==> src/rtl/frame_packer_3c1s_18x18.sv <==
// Packs WORD_W-bit words into a NUM_GROUPS-slot frame for the encoder array.
// A fill buffer collects words while a second register presents the previous frame.
module frame_packer_3c1s_18x18 #(
  parameter int WORD_W     = 11,
  parameter int NUM_GROUPS = 20,
  localparam int FRAME_W   = WORD_W * NUM_GROUPS,
  localparam int CNT_W     = $clog2(NUM_GROUPS + 1)
) (
  input  logic               clock,
  input  logic               rst_n,
  input  logic [WORD_W-1:0]  in_data,
  input  logic               in_valid,
  output logic               in_ready,
  input  logic               flush,
  output logic [FRAME_W-1:0] frame_out,
  output logic               frame_valid,
  input  logic               frame_ack,
  output logic [CNT_W-1:0]   frame_len,
  output logic [15:0]        stat_frames
);

  localparam logic [CNT_W-1:0] FULL = CNT_W'(NUM_GROUPS);

  typedef enum logic {
    S_FILL = 1'b0,
    S_HOLD = 1'b1
  } state_t;

  state_t             state_q;
  logic [FRAME_W-1:0] fill_q;
  logic [CNT_W-1:0]   cnt_q;
  logic [FRAME_W-1:0] frame_q;
  logic [CNT_W-1:0]   len_q;
  logic               vld_q;
  logic [15:0]        stat_q;

  logic               accept;
  logic               ack_evt;
  logic               slot_free;
  logic [CNT_W-1:0]   cnt_d;
  logic [FRAME_W-1:0] fill_d;

  // Buffer and count as they stand after this edge's accept, if any.
  always_comb begin
    accept    = in_valid && (state_q == S_FILL);
    ack_evt   = vld_q && frame_ack;
    slot_free = !vld_q || frame_ack;
    cnt_d     = cnt_q + CNT_W'(accept);
    fill_d    = fill_q;
    for (int k = 0; k < NUM_GROUPS; k++) begin
      if (accept && (cnt_q == CNT_W'(k))) begin
        fill_d[k*WORD_W +: WORD_W] = in_data;
      end
    end
  end

  always_ff @(posedge clock or negedge rst_n) begin
    if (!rst_n) begin
      state_q <= S_FILL;
      fill_q  <= '0;
      cnt_q   <= '0;
      frame_q <= '0;
      len_q   <= '0;
      vld_q   <= 1'b0;
      stat_q  <= '0;
    end else begin
      if (ack_evt) begin
        vld_q  <= 1'b0;
        stat_q <= stat_q + 16'd1;
      end
      case (state_q)
        S_FILL: begin
          fill_q <= fill_d;
          cnt_q  <= cnt_d;
          if ((cnt_d == FULL) || (flush && (cnt_d != '0))) begin
            state_q <= S_HOLD;
          end
        end
        S_HOLD: begin
          // A transfer on an ack edge overrides the clear above.
          if (slot_free) begin
            frame_q <= fill_q;
            len_q   <= cnt_q;
            vld_q   <= 1'b1;
            fill_q  <= '0;
            cnt_q   <= '0;
            state_q <= S_FILL;
          end
        end
        default: state_q <= S_FILL;
      endcase
    end
  end

  assign in_ready    = (state_q == S_FILL);
  assign frame_out   = frame_q;
  assign frame_valid = vld_q;
  assign frame_len   = len_q;
  assign stat_frames = stat_q;

endmodule

==> config.mk <==
export PLATFORM = sky130hd
export DESIGN_NAME = frame_packer_3c1s_18x18
export DESIGN_NICKNAME = d
export VERILOG_FILES = /design/src/rtl/frame_packer_3c1s_18x18.sv
export SDC_FILE = /design/constraint.sdc
export NUM_CORES = 1
export LEC_CHECK = 0
export CELL_PAD_IN_SITES_DETAIL_PLACEMENT = 1
export CELL_PAD_IN_SITES_GLOBAL_PLACEMENT = 1
export CORE_ASPECT_RATIO = 0.9
export CORE_MARGIN = 1
export CORE_UTILIZATION = 30
export CTS_BUF_LIST = sky130_fd_sc_hd__clkbuf_8
export CTS_CLUSTER_SIZE = 28
export DETAILED_ROUTE_END_ITERATION = 10
export GPL_TIMING_DRIVEN = 0
export PLACE_DENSITY_LB_ADDON = 0.1
export SYNTH_ARGS = -nofsm -noshare
export SYNTH_HDL_FRONTEND = slang
export SYNTH_SLANG_ARGS = --single-unit
==> constraint.sdc <==
create_clock -name clock -period 6.1 [get_ports clock]
set_clock_uncertainty 0.1 [all_clocks]
set_input_delay 0.61 -clock clock [delete_from_list [all_inputs] [get_ports clock]]
set_output_delay 0.61 -clock clock [all_outputs]
set_load 0.1 [all_outputs]
# Word-level counts from Yosys, hierarchy flattened
# Cells that the tools add are included.
# totals
register_bits,468
latchBits,0
mem_bits_rw,0
rom_bits,0
input_bits,16
out_inout_bits,243
word_cells,149
mem_count,0
# classes
addsub,2
mul,0
n_div,0
magnitude_cmp,0
eq_ne,41
shifts,0
n_mux,30
bitwise,1
n_reduce_logical,49
# ops
operator,count
$pmux 220 s2,1
$mux 11,20
$mux 220,1
$ne 2x1->1 const B,21
$reduce_and 2->1,21
$eq 5x4->1 const B,8
$eq 5x5->1 const B,5
$logic_and 1x1->1,23
$eq 5x3->1 const B,4
$add 16x1->16 const B,1
$eq 5x2->1 const B,2
$pmux 5 s2,1
$add 5x1->5,1
$eq 5x1->1 const B,1
$logic_not 5->1,1
$mux 1,5
$mux 5,1
$reduce_bool 5->1,1
$logic_or 1x1->1,2
$pmux 1 s2,1
$logic_not 1->1,1
$not 1->1,1

# Logic depth before layout (Yosys ltp)
# logic_depth
word_depth,8
mapped_depth,9
depth_no_buf,7

# Least setup slack after synthesis
# Ideal clock, no wire load.
# synth_path
path_type,register to register
start,register vld_q (netlist: frame_valid)
end,register frame_q[149] (netlist: frame_out[149])
setup_time_ps,68
arrival_ps,2051
required_ps,5932
path_slack_ps,3881
stages_incl_launch_ff,7
n_path_buf,2
period_less_slack_ps,2219
cell_sequence,dfrtp_1 nand2b_1 nand2_1 buf_2 buf_1 nand2_1 nand2_1
# synth_between
elab_chain_len,3
# synth_rtl
item,line_no,text
"start, declared",34,logic vld_q;
"start signal, assigned",64,vld_q <= 1'b0;
"start signal, assigned",68,vld_q <= 1'b0;
"start signal, assigned",84,vld_q <= 1'b1;
$logic_not 1->1,47,slot_free = !vld_q || frame_ack;
$logic_or 1x1->1,47,
$reduce_and 2->1 (no source line),n/a,
"end signal, assigned",82,frame_q <= fill_q;
"end, declared",32,logic [FRAME_W-1:0] frame_q;
# Every way passes these cells.
# A chain may end at the register's enable or synchronous reset.

# Worst setup path after layout
# layout_path
start,register state_q
end,output in_ready
# layout_between
elab_chain_len,1
# layout_rtl
item,line_no,text
"start, declared",29,state_t state_q;
"start signal, assigned",59,state_q <= S_FILL;
"start signal, assigned",76,state_q <= S_HOLD;
"start signal, assigned",87,state_q <= S_FILL;
$not 1->1,n/a,
"end, declared",13,"output logic in_ready,"
# Every way passes these cells.

==> impl_metrics.py <==
metrics = {
    "sta": {
        "whs_ns": 0.364,
        "worst_pin_slew_ns": 1.23,
        "slew_violations": 0,
        "max_slew_margin": 0.183,
        "rsz0062_at_grt": "false",
        "final-setup-viol-count": 0,
        "max_freq_mhz": 285,
        "period_needed_ns": 3.50,
        "setup_slack_ns": 2.60,
        "fin_crit_sh": 0.574,
        "hold_viol": 0,
    },
    "detailed_routing": {
        "wl_um": 59900,
        "drt_iter0_drc": 729,
        "post-route-drc-count": 0,
        "dr.pass1.iters": 5,
        "via_per_inst": 4.70,
        "antenna_left": 0,
        "vias": 14200,
        "wl_per_cell_um": 19.9,
    },
    "synthesis": {
        "avgSynthCellArea_um2": 9.78,
        "synth_area_um2": 18000,
        "synth_enable_flop_cells": 0,
        "synth_warnings": 0,
        "synth_fa_ha_area_frac": 0.00209,
        "ys.flop_type": "dfrtp_1",
        "synth-simple-area-share": 0.231,
        "netlist_instances": 1838,
        "yosysUniqueCellTypes": 38,
        "ys_seq_elements": 468,
        "async_reset_ff_frac": 1.00,
        "syn_nets": 1857,
        "ys_seq_area_frac": 0.652,
        "synth_top_family_by_area": "simple AND/OR/NAND/NOR gates",
        "synth_compound_area_frac": 0.0655,
        "synth_xor_xnor_area_share": 0.00926,
        "synthMuxAreaShare": 0.000627,
    },
    "flow_run": {
        "cap_violations": 0,
    },
    "pwr": {
        "power.density_nw_per_um2": 449,
        "leakagePower_nw": 11.4,
        "power.total_mw": 10.5,
        "vdd_drop_max_mv": 0.252,
    },
    "placement": {
        "gp_congestion": 0.759,
        "place_ws_ns": 2.75,
        "io_buffers": 258,
        "place_hpwl_um": 40800,
    },
    "global_route": {
        "grt_max_degree": 117,
        "grt_first_pass_wirelength_um": 92500,
        "overflow": 0,
        "antenna_found_initial": 1,
        "grt_pass1_vias": 15200,
        "grt_usage": 0.202,
    },
    "worst_setup_path": {
        "cpPeakStageDelay_ns": 1.19,
        "end_kind": "primary output",
        "crit_chain": "buf_6, inv_2, buf_2, clkdlybuf4s50_1",
        "required_ns": 5.39,
        "path_class": "reg2out",
        "arrival_ns": 2.79,
        "timing.critical_path.from_type": "flop",
        "critPathMaxFanout": 10,
        "crit_family": "buffers and inverters",
        "path_buf_inv": 4,
        "cp_slowest_cell": "clkdlybuf4s50_1",
    },
    "clock_tree": {
        "cts_resized": 0,
        "clockBufferDepth": 3,
        "cts_made_buffers": 83,
        "post-cts-setup-buffers": 0,
        "clockRootBuffer": "clkbuf_8",
        "tritoncts": "yes",
        "clock_sinks": 468,
        "clkLatencyLatePin_ns": 0.66,
        "holdBufCountCts": 1,
        "clkTransAtPathRegs_ns": 0.06,
        "htree_levels": 3,
    },
    "layout": {
        "final-seq-area_um2": 11700,
        "area_delta_synth_final_pct": 29.7,
        "n_fill_cell": 6653,
        "final_cell_mix": "721 x nand2_1, 468 x dfrtp_1, 257 x clkdlybuf4s50_1",
        "n_antenna_cell": 0,
        "num-nets-final": 2205,
        "drive_gt1_frac": 0.0999,
        "mostFrequentLayoutCell": "nand2_1",
        "multiInputGateArea_um2": 5550,
    },
    "floorplan": {
        "io_pins": 259,
        "core_um2": 58900,
        "dieWidth_um": 260,
        "rows": 84,
        "die_area_um2": 60900,
        "die_h_um": 234,
        "start_util": 0.305,
    },
    "min_path": {
        "worstHoldPathType": "reg2reg",
    },
    "run_status": {
        "outcome": "finished clean",
    },
}
## layout make-up
type                            count  share of cell area
Clock buffer                      106              0.0626
Tap cell                          774              0.0416
Clock inverter                     36             0.00864
Timing Repair Buffer              263               0.116
Multi-Input combinational cell   1225               0.238
Buffer                            141              0.0297
Sequential cell                   468               0.502
Inverter                            4            0.000644
## cells by family (layout without fill, tap and decap cells)
family / count (synthesis) / after routing
flip-flops: 468 / 468
buffers and inverters: 145 / 550
adder cells (fa/ha/maj): 3 / 3
XOR/XNOR: 19 / 19
AND/OR/NAND/NOR: 972 / 972
multiplexers: 1 / 1
AO/OA/AOI/OAI: 230 / 230
## through the flow
stage	TNS (ns)	utilization	area, um2	std cells
4_1_cts	0	0.396	23300	3017
3_3_place_gp	-8004.96	0.366	21500	2870
2_1_floorplan	0	-	18000	1838
3_5_place_dp	0	0.368	21600	2874
5_1_grt	0	0.396	23300	3017
6_report	0	0.396	23300	3017
## Yosys cell counts, types with 2 or more instances
master     instances  area (um2)
nor2_1             5        18.8
inv_1              3        11.3
a32oi_1            2        17.5
and3_1             2        12.5
o2bb2ai_1          2        17.5
and2b_2            2        17.5
xnor2_1           14         123
and2b_4            2        20.0
a31o_2             2        17.5
dfrtp_1          468       11700
nand4_1            9        56.3
nand2_1          721        2710
nand3_4           10         175
xor2_1             5        43.8
nor3_1             2        10.0
o21ai_1           13        65.1
buf_6              6        67.6
nand3_1          211        1060
buf_4              4        30.0
o22ai_1            2        12.5
buf_2             59         295
clkbuf_2          10        50.1
clkbuf_1          54         203
o21ai_0          208        1040
buf_1              7        26.3
ha_1               3        37.5
## sequential cells by signal (all words and copies together) (netlist names)
| register | cells |
|---|---|
| cnt_q | 5 |
| fill_q | 220 |
| frame_len | 5 |
| frame_out | 220 |
| frame_valid | 1 |
| stat_frames | 16 |
| state_q | 1 |
## worst reg2reg max path, delay by kind of cell (launching register included)
kind	cells	cell delay [ns]
flip-flops	1	0.41
buffers and inverters	2	1.19
AND/OR/NAND/NOR	4	0.72
## power breakdown
part | switching, mW | leakage, nW | internal, mW | total, mW
clock network | 1.32 | 0.961 | 1.63 | 2.96
registers | 0.233 | 6.46 | 3.46 | 3.69
logic | 3.08 | 3.94 | 0.735 | 3.81
total | 4.64 | 11.4 | 5.82 | 10.5
## metal layers
metal  vias to the layer above  global-route usage  share of wire
met3                        91              0.0382          0.036
met4                         0              0.0581          0.021
met2                       259               0.322           0.47
met1                      7146               0.278           0.47
li1                       6672                   -              -
met5                         -                   0              0
## path summary, 6_finish.rpt
| kind | depth (start not counted) | start | slack [ns] | to |
|---|---|---|---|---|
| max reg2reg | 6 | frame_valid | 3.61 | frame_out[137] |
| min | 2 | fill_q[57] | 0.36 | frame_out[57] |
| max | 4 | state_q | 2.60 | in_ready |
| min reg2reg | 2 | fill_q[57] | 0.36 | frame_out[57] |
| min in group asynchronous | 2 | rst_n | 0.40 | frame_out[118] |
| max in group asynchronous | 4 | rst_n | 4.01 | fill_q[28] |
(Power assumes the default switching activity.)
